File: config.mk
export PLATFORM = sky130hd
export DESIGN_NAME = instr_fetch_unit
export DESIGN_NICKNAME = d
export VERILOG_FILES = /design/src/rtl/instr_fetch_unit.sv
export SDC_FILE = /design/constraint.sdc
export NUM_CORES = 1
export LEC_CHECK = 0
export ABC_AREA = 1
export CAP_MARGIN = 20
export CORE_ASPECT_RATIO = 2
export CORE_MARGIN = 3
export CORE_UTILIZATION = 39
export CTS_CLUSTER_DIAMETER = 40
export DETAILED_ROUTE_END_ITERATION = 7
export GPL_TIMING_DRIVEN = 0
export PLACE_DENSITY = 0.77
export RECOVER_POWER = 100
export REMOVE_ABC_BUFFERS = 1
export SETUP_SLACK_MARGIN = 0.02
export SLEW_MARGIN = 20
export SYNTH_ARGS = -nofsm -noshare
export SYNTH_HDL_FRONTEND = slang
export SYNTH_SLANG_ARGS = --single-unit
File: constraint.sdc
create_clock -name clk -period 2.9 [get_ports clk]
set_clock_uncertainty 0.15 [all_clocks]
set_input_delay 0.58 -clock clk [delete_from_list [all_inputs] [get_ports clk]]
set_output_delay 0.58 -clock clk [all_outputs]
set_load 0.01 [all_outputs]
File: src/rtl/instr_fetch_unit.sv
// Instruction-fetch stage: owns the PC, reads one word per fetch from a synchronous RAM,
// and hands the captured instruction downstream over a valid/ready handshake.
module instr_fetch_unit #(
  parameter int                    ADDR_WIDTH = 28,
  parameter int                    DATA_WIDTH = 32,
  parameter logic [ADDR_WIDTH-1:0] RESET_PC   = 'h100,
  parameter int                    PC_STRIDE  = 2
) (
  input  logic                  clk,
  input  logic                  rst,
  output logic [ADDR_WIDTH-1:0] mem_addr,
  output logic                  mem_cs,
  output logic                  mem_we,
  output logic                  mem_oe,
  input  logic [DATA_WIDTH-1:0] mem_rdata,
  input  logic                  mem_grant,
  input  logic                  halt,
  input  logic                  redirect_valid,
  input  logic [ADDR_WIDTH-1:0] redirect_pc,
  output logic [DATA_WIDTH-1:0] ir,
  output logic [ADDR_WIDTH-1:0] ir_pc,
  output logic                  ir_valid,
  input  logic                  ir_ready,
  output logic [ADDR_WIDTH-1:0] pc
);

  typedef enum logic [1:0] {
    S_REQ,
    S_DATA,
    S_HOLD
  } state_t;

  state_t state, state_next;
  logic   issue;

  // NOTE: every signal written here gets a default first so no latch is inferred.
  always_comb begin
    state_next = state;
    issue      = 1'b0;
    if (redirect_valid) begin
      state_next = S_REQ;
    end else begin
      case (state)
        S_REQ: begin
          if (mem_grant && !halt) begin
            issue      = 1'b1;
            state_next = S_DATA;
          end
        end
        S_DATA:  state_next = S_HOLD;
        S_HOLD:  if (ir_valid && ir_ready) state_next = S_REQ;
        default: state_next = S_REQ;
      endcase
    end
  end

  // The RAM must see no select while reset is held, even though grant may be high.
  assign mem_cs   = issue && !rst;
  assign mem_oe   = issue && !rst;
  assign mem_we   = 1'b0;
  assign mem_addr = pc;

  // NOTE: sequential state uses non-blocking assignments only.
  always_ff @(posedge clk or posedge rst) begin
    if (rst) begin
      state    <= S_REQ;
      pc       <= RESET_PC;
      ir       <= '0;
      ir_pc    <= '0;
      ir_valid <= 1'b0;
    end else begin
      state <= state_next;
      if (redirect_valid) begin
        // A redirect discards any in-flight capture and ignores ir_ready.
        pc       <= redirect_pc;
        ir_valid <= 1'b0;
      end else begin
        case (state)
          S_DATA: begin
            ir       <= mem_rdata;
            ir_pc    <= pc;
            pc       <= pc + ADDR_WIDTH'(PC_STRIDE);
            ir_valid <= 1'b1;
          end
          S_HOLD: begin
            if (ir_valid && ir_ready) ir_valid <= 1'b0;
          end
          default: ;
        endcase
      end
    end
  end

endmodule

==> results of run 1 <==
-- layout make-up --
cell class,count,share of cell area (%)
Clock inverter,6,0.971
Inverter,54,3.18
Multi-Input combinational cell,381,25.8
Timing Repair Buffer,188,29.2
Sequential cell,91,34.7
Clock buffer,10,3.48
Tap cell,142,2.70
-- flip-flops by register name (all words and copies together), names as in the netlist --
register	cells
ir	32
mem_addr	28
ir_pc	28
state	2
ir_valid	1
-- cells by family (layout without fill, tap and decap cells) --
| group | after synthesis | count (layout) | synth area share (%) |
|---|---|---|---|
| flip-flops | 91 | 91 | 50.2 |
| AO/OA/AOI/OAI | 60 | 60 | 7.61 |
| XOR/XNOR | 1 | 1 | 0.193 |
| other | 1 | 1 | 0.0827 |
| buffers and inverters | 105 | 258 | 11.9 |
| adder cells (fa/ha/maj) | 1 | 1 | 0.276 |
| AND/OR/NAND/NOR | 318 | 318 | 29.7 |
-- report_power, final --
group	leakage, µW	total (µW)	switching, µW	internal (µW)
clock	0.000139	1170	504	669
combinational	0.00189	1150	548	600
sequential	0.00112	1710	181	1530
total	0.00315	4030	1230	2790
-- layout by cell type (no fill, tap or decap), types with 2 or more instances in the layout --
cell	synthesis	routed
dlygate4sd3_1	0	120
nand2_1	203	204
buf_16	0	2
nand4_1	9	9
clkinv_2	0	2
nor3_1	4	4
o21a_1	2	2
buf_4	32	2
nand3b_1	5	5
o211ai_1	3	3
nor2_1	42	44
a22oi_1	2	2
o2111ai_1	2	2
clkinvlp_4	0	3
clkdlybuf4s50_1	0	63
a22o_1	3	3
a21oi_1	7	7
o21ai_0	19	38
dfrtp_1	90	90
nor2_2	4	4
nand3_1	43	44
clkbuf_16	0	9
nand2_2	3	2
inv_1	51	52
nor2_4	4	2
-- worst max path at each step --
stage,from,cells after the start,slack [ps],end
floorplan,rst,1,-190,ir[0]
global placement,redirect_valid,6,-2200,mem_addr[24]
detailed placement,redirect_valid,5,-270,mem_cs
CTS,rst,3,220,mem_cs
global route,rst,2,50,mem_addr[26]
finish,redirect_valid,5,170,mem_cs
-- stage by stage --
step	setup slack [ps]	area (µm²)	std cells	setup TNS, ps	power [µW]
after global routing	50.3	6580	872	0	4260
after global placement	-2200	6220	852	-308550	2980
after CTS	225	6600	872	0	4210
after detailed placement	-273	6300	855	-553	3030
final	168	6580	872	0	4030
after floorplan	-192	4200	526	-17280	2170
-- worst max-delay path: cells and delay by family --
kind          cells  cell delay (ps)
simple gates      2              220
buf+inv           3             1180
-- per-layer routing --
metal / track usage (%) / wire length, µm / vias up
li1: - / - / 2098
met1: 25.0 / 5000 / 2033
met2: 37.3 / 7080 / 178
met3: 4.08 / 898 / 40
met4: 10.2 / 606 / 0
met5: 0 / 0 / -
-- timing repair --
action                                  CTS  global route
endpoints found under the setup margin    2             0
hold buffers                              0             0
setup buffers                             1             0
gates resized for setup                   2             0
==> results.cfg, run 1 <==
[yosys]
synth_top_cell_area_share_pct = 49.6
yosys-top-cells-area = dfrtp_1 (50%), nand2_1 (17%), buf_4 (5.3%)
synth_seq_cells = 91
yosys.cell_count.top_type = nand2_1
seq_area_frac_synth_pct = 50.2
synth_ff_type = dfrtp_1
yosysWarnings = 0
synth_area_per_cell_um2 = 7.86
netlist_area_um2 = 4540
synth_edf_count = 0
postSynthCellCount = 577
synth_commonest_cells = nand2_1 (203), dfrtp_1 (90), inv_1 (51), nand3_1 (43), nor2_1 (42)
synth_cell_types = 32
synth_top_area_cell = dfrtp_1
async_flop_share_pct = 100

[clocking]
cts_inserted_buffers = 9
cts_root_buf = clkbuf_16
clk_pin_slew_ps = 60
clk_latency_ps = 340
htreeDepth = 3
cts.sinks = 91
cts_tree = yes
clock_path_buffers = 2

[sta]
hold_violations = 0
min_period_over_period_pct = 94.2
holdWs_ps = 317
setup-violations-final = 0
min_period_ps = 2730
timing.final.max_slew_violations = 46
relSlewSlack_pct = -23.5
fmax_mhz = 366
rsz0062_at_grt = false
worstMarginPinSlew_ps = 1850

[place]
io_buffers = 184
dp_hpwl_um = 9930
place.gp.congestion = 0.891

[worst_setup_path]
path_max_fanout = 32
crit_slowest_cell = dlygate4sd3_1
path_cells = buf_4, clkinvlp_4, nand3_1, nor3_1, dlygate4sd3_1
worst_setup_path_end_kind = output pin
r2r_setup_slack_ps = 320
rr_startpoint = state[0]
worstPathRequired_ps = 2170
path_class = input pin to output pin
worst_ep_arrival_time_ps = 2000
rr_worst_depth = 7
max_stage_delay_ps = 600
reg2reg_to = mem_addr[13]
setup.worst_path.start_class = input pin

[route]
drtIter0Drc = 177
postRouteAntennaNets = 0
routedWlPerCell_um = 15.6
drc = 0
vias = 4349
first_pass_iters = 4
wirelength_um = 13600
avgViaCountPerCell = 4.99

[grt]
grt-ovfl-total = 0
grt_pass1_vias = 4386
grt_pass1_wl_um = 21500
grt_max_degree = 73
antenna_found_initial = 0
grt_use_total_pct = 21.6

[floorplanning]
num_io_pins = 186
dieArea_um2 = 13000
start_util_pct = 40.0
die_height_um = 159
core_area_um2 = 11400
num_rows = 55
dieWidth_um = 82.3

[hold_path]
hold_end = ir_pc[6]
hold_class = register to register
worstHoldStart = ir_pc[6]
hold_depth = 2

[layout]
multiInputGateArea_um2 = 1700
fin_util_pct = 57.9
layout-area-overhead-vs-synth_pct = 44.9
diodes = 0
drive_above_1_share_pct = 4.25
register_area_um2 = 2280
fin_nets = 792
num-fill-cells = 1054

[run_status]
status = complete, but fails checks
violations = max-capacitance violations, max-slew violations

[power]
ir_drop_uv = 368
p_leak_uw = 0.00315
powerDensity_nw_per_um2 = 612

[job]
drv_cap = 1
Note: power is estimated with default switching activity, not from simulation.
==> run 2: changes to the inputs <==
--- a/config.mk
+++ b/config.mk
@@ -6,7 +6,6 @@
 export NUM_CORES = 1
 export LEC_CHECK = 0
 export ABC_AREA = 1
-export CAP_MARGIN = 20
 export CORE_ASPECT_RATIO = 2
 export CORE_MARGIN = 3
 export CORE_UTILIZATION = 39
==> results of run 2 <==
No change in the layout: final DEF, timing and power equal those of run 1.
==> run 3: changes to the inputs <==
--- a/config.mk
+++ b/config.mk
@@ -11,6 +11,7 @@
 export CORE_UTILIZATION = 39
 export CTS_CLUSTER_DIAMETER = 40
 export DETAILED_ROUTE_END_ITERATION = 7
+export GPL_ROUTABILITY_DRIVEN = 1
 export GPL_TIMING_DRIVEN = 0
 export PLACE_DENSITY = 0.77
 export RECOVER_POWER = 100
==> results of run 3 <==
No change in the layout: final DEF, timing and power equal those of run 1.
==> RTL edit 1: new RTL, config.mk and constraints of run 3 <==
The parameter `DATA_WIDTH` goes from 32 to 28.
--- a/src/rtl/instr_fetch_unit.sv
+++ b/src/rtl/instr_fetch_unit.sv
@@ -2,7 +2,7 @@
 // and hands the captured instruction downstream over a valid/ready handshake.
 module instr_fetch_unit #(
   parameter int                    ADDR_WIDTH = 28,
-  parameter int                    DATA_WIDTH = 32,
+  parameter int                    DATA_WIDTH = 28,
   parameter logic [ADDR_WIDTH-1:0] RESET_PC   = 'h100,
   parameter int                    PC_STRIDE  = 2
 ) (
Ports: changed (resized ir and mem_rdata); port bits go from 186 to 178. The function was not compared with the original's and may differ.
==> RTL edit 1 against run 3 <==
The run still ends with capacitance limit, slew limit left; area after synthesis shrank 0.39%; non-clock buffer count down 11; cell area down 2.2%; global-route usage decreased by 0.78 points; register-to-register slack gained 0.04 ns; sequential cell count shrank 4; count of clock-buffer cells in the layout is 1 lower; routed wire length down 3.9%; core utilization down 1.3 points; setup slack got worse by 0.036 ns; worst hold slack lost 0.0018 ns; total power increased by 0.33%; critical endpoint unchanged; highest routed layer unchanged.
==> RTL edit 1: results (changes against run 3) <==
Cells and area
  – Multi-In Gates: 407 (was 381)
  – Area Overhead vs Synth: 42.3% (was 44.9%)
  – Multi-input combinational area share: 28.3% (was 25.8%)
  – Buffering overhead: 27.5% (was 29.2%)
  – Clock-cell share: 4.65% (was 4.45%)
  – Number of non-clock buffers: 177 (was 188)
  – Clock buffers: 9 (was 10)
  – Area occupied by multi-input gates: 1820 um2 (was 1700 um2)
  – Inverters excl. clock: 44 (was 54)
  – Layout cell share with drive strength beyond 1: 6.02% (was 4.25%)
  – ANT cells: 1 (was 0)

Yosys
  – Post-synthesis adder-cell area fraction: 0.277% (was 0.276%)
  – Yosys reg bits: 87 (was 91)
  – Synth top area cells: dfrtp_1 48%, nand2_1 20%, buf_4 5.5%, nor2_1 4.1%, nand3_1 3.1% (was dfrtp_1 50%, nand2_1 17%, buf_4 5.3%, nand3_1 4.7%, inv_1 4.2%)
  – Post-Synth XOR/XNOR Area: 0% (was 0.193%)

Worst hold path
  – Worst Hold Endpoint: ir[19] (was ir_pc[6])
  – Hold Startpoint: ir[19] (was ir_pc[6])

Placement
  – Final GP Congestion: 0.843 (was 0.891)
  – Placed Area: 6150 um2 (was 6300 um2)
  – Number of buffers inserted by port buffering: 176 (was 184)
  – Pre-CTS WS: -1.30 ns (was -0.273 ns)
  – Detailed placement HPWL: 9520 um (was 9930 um)

Worst setup path
  – R2r setup slk: 0.36 ns (was 0.32 ns)
  – Worst path max stage delay: 0.64 ns (was 0.60 ns)
  – Worst Path Arrival: 2.04 ns (was 2.00 ns)
  – Critical R2R Launch: state[1] (was state[0])
  – Worst-path maximum fanout: 2 (was 32)
  – R2r endpoint: mem_addr[14] (was mem_addr[13])

GRT
  – Met1 Use GR: 23.5% (was 25.0%)
  – Pin count of the biggest net entering global routing: 86 (was 73)
  – All-layer global routing usage: 20.8% (was 21.6%)
  – Antenna violations before repair: 1 (was 0)
  – Global routing usage on met2: 37.2% (was 37.3%)
  – First-pass GRT wire length: 20,500 um (was 21,500 um)

STA
  – Slew @ Worst Pin: 1.61 ns (was 1.85 ns)
  – Final WS setup: 0.132 ns (was 0.168 ns)
  – Max Transition Viols Final: 42 (was 46)

Job
  – Max Cap Violations: 1 (unchanged)

Route
  – Routed wire length per instance: 14.9 um (was 15.6 um)
  – Metal3 WL: 702 um (was 898 um)
  – Metal2 WL: 7120 um (was 7080 um)
  – Drt first pass iters: 5 (was 4)
  – Routed met1 length: 4890 um (was 5000 um)
  – Total number of vias: 4,241 (was 4,349)

Pwr
  – Peak VDD IR: 0.000271 V (was 0.000368 V)
  – Sw Pwr: 1.29 mW (was 1.23 mW)
  – Leak: 3.11 nW (was 3.15 nW)

CTS
  – Postcts setup bufs: 0 (was 1)
  – Resized cells post-CTS: 8 (was 2)

Status
  – Failing checks: capacitance limit, slew limit (unchanged)
  – Run status: finished, violations left (unchanged)
[RTL edit 1: changes by cell type in the layout (fill, tap and decap cells not counted), sizes merged, moves of 7 or more]
| cell | change |
|---|---|
| inv | -11 |
| nand3 | -16 |
| nand2 | +36 |
| a21oi | +11 |
| nand4 | -7 |
| nor2 | +11 |
[RTL edit 1: through the flow]
| step | cells | hold WS [ns] |
|---|---|---|
| after global placement | 855 | 0.303 |
| final | 874 | 0.315 |
| after detailed placement | 856 | 0.310 |
| after floorplan | 537 | 0.359 |
| after CTS | 873 | 0.325 |
| after global routing | 874 | 0.334 |
[RTL edit 1: power groups by stage]
stage | combinational, mW | sequential, mW | clock (mW)
final | 1.22 | 1.66 | 1.16
after global placement | 1.33 | 1.68 | 0
after global routing | 1.35 | 1.70 | 1.24
after CTS | 1.37 | 1.67 | 1.18
after floorplan | 0.384 | 1.81 | 0
after detailed placement | 1.36 | 1.69 | 0
==> RTL edit 2: new RTL, config.mk and constraints of run 3 <==
Made on the original files. Make the reset (`rst`) synchronous in one clocked block.
--- a/src/rtl/instr_fetch_unit.sv
+++ b/src/rtl/instr_fetch_unit.sv
@@ -61,7 +61,7 @@
   assign mem_addr = pc;
 
   // NOTE: sequential state uses non-blocking assignments only.
-  always_ff @(posedge clk or posedge rst) begin
+  always_ff @(posedge clk) begin
     if (rst) begin
       state    <= S_REQ;
       pc       <= RESET_PC;
Function: differs if rst is asserted again (counterexample within 4 cycles, from zero or initial values and one cycle with rst high); with rst held inactive, the same outputs for 4 cycles.
==> RTL edit 2 against run 3 <==
Worst hold slack worse by 0.0098 ns; area after synthesis down 3.3%; sequential share of layout area down 5.9 points; setup slack worse by 0.013 ns; count of clock-buffer cells in the layout down 1; routed wire length up 1.8%; die area down 3.2%; cell area down 3.7%; sequential cell count unchanged; final cell count up 2.9%; critical path type unchanged; critical endpoint is now mem_oe; largest cell class is now multi-input combinational cells.
Power is not compared: it rests on default switching activity, and its combinational part moved more than twofold at a synthesized area within 25%.
==> RTL edit 2: results (changes against run 3) <==
Worst setup path
  – Worst Setup EP: mem_oe (was mem_cs)
  – Worst path max stage delay: 0.58 ns (was 0.60 ns)
  – Critical R2R Launch: state[0] (unchanged)
  – R2r endpoint: mem_addr[24] (was mem_addr[13])

Yosys
  – Synth top area cells: dfxtp_1 42%, nor2_1 10%, nand2_1 8.6%, o21ai_0 7.3%, buf_4 5.5% (was dfrtp_1 50%, nand2_1 17%, buf_4 5.3%, nand3_1 4.7%, inv_1 4.2%)
  – Most common cell in the netlist: nor2_1 (was nand2_1)
  – Post-synthesis sequential area ratio: 41.5% (was 50.2%)
  – Avg Cell Area, Syn: 7.12 um2 (was 7.86 um2)
  – Unique cell type count in the Yosys netlist: 35 (was 32)
  – Post-synthesis adder-cell area fraction: 0.285% (was 0.276%)
  – Complex-gate fraction of the synthesized area: 14.7% (was 7.61%)
  – Post-Synth XOR/XNOR Area: 0.399% (was 0.193%)
  – Async SR Flop Fraction: 0% (was 100%)

Route
  – Total number of vias: 4,617 (was 4,349)
  – DRT Wirelength: 13,800 um (was 13,600 um)
  – Routed met1 length: 4900 um (was 5000 um)
  – Metal2 WL: 7630 um (was 7080 um)

GRT
  – Global routing usage on met2: 40.2% (was 37.3%)
  – Met1 Use GR: 22.8% (was 25.0%)
  – Pin count of the biggest net entering global routing: 81 (was 73)
  – Vias in the first global route: 4,534 (was 4,386)
  – First-pass GRT wire length: 22,000 um (was 21,500 um)

Cells and area
  – Layout cell share with drive strength beyond 1: 5.81% (was 4.25%)
  – Non-Filler Instances: 897 (was 872)
  – Nets: 821 (was 792)

Placement
  – Final GP Congestion: 0.863 (was 0.891)
  – Pre-CTS WS: -0.139 ns (was -0.273 ns)
  – Detailed placement HPWL: 9980 um (was 9930 um)

Status
  – Run status: finished, final reports clean (was finished, violations left)

Worst hold path
  – Worst Hold Endpoint: ir_pc[8] (was ir_pc[6])

STA
  – Final Hold Slack: 0.307 ns (was 0.317 ns)
  – Slew @ Worst Pin: 1.03 ns (was 1.85 ns)
[RTL edit 2: cell count changes in the layout (fill, tap and decap cells not counted), sizes merged, moves of 6 or more]
cell          run 3  this run
dfxtp             0        91
a21oi             7        33
o21ai            38        68
nor3              4        11
nor2             50       132
nand2           206       110
nand3            44        35
nand4             9         3
dfrtp            90         0
[RTL edit 2: final cells by class]
type                            instances  area, um2  area share, %
Clock buffer                            9        225           3.56
Clock inverter                          5       80.1           1.27
Inverter                               50        193           3.04
Multi-Input combinational cell        417       1980           31.3
Sequential cell                        91       1820           28.8
Tap cell                              140        175           2.77
Timing Repair Buffer                  185       1850           29.3
[RTL edit 2: where the power goes]
part	switching (mW)	internal [mW]	leakage (nW)
registers	0.0522	1.29	0.741
logic	0.173	0.201	1.97
clock network	0.486	0.744	0.143
total	0.711	2.24	2.86
[RTL edit 2: timing repair]
action | 4_1_cts | 5_1_grt
setup buffers | 0 | 0
endpoints found under the setup margin | 0 | 6
resized for setup | 0 | 3
hold buffers | 0 | 0
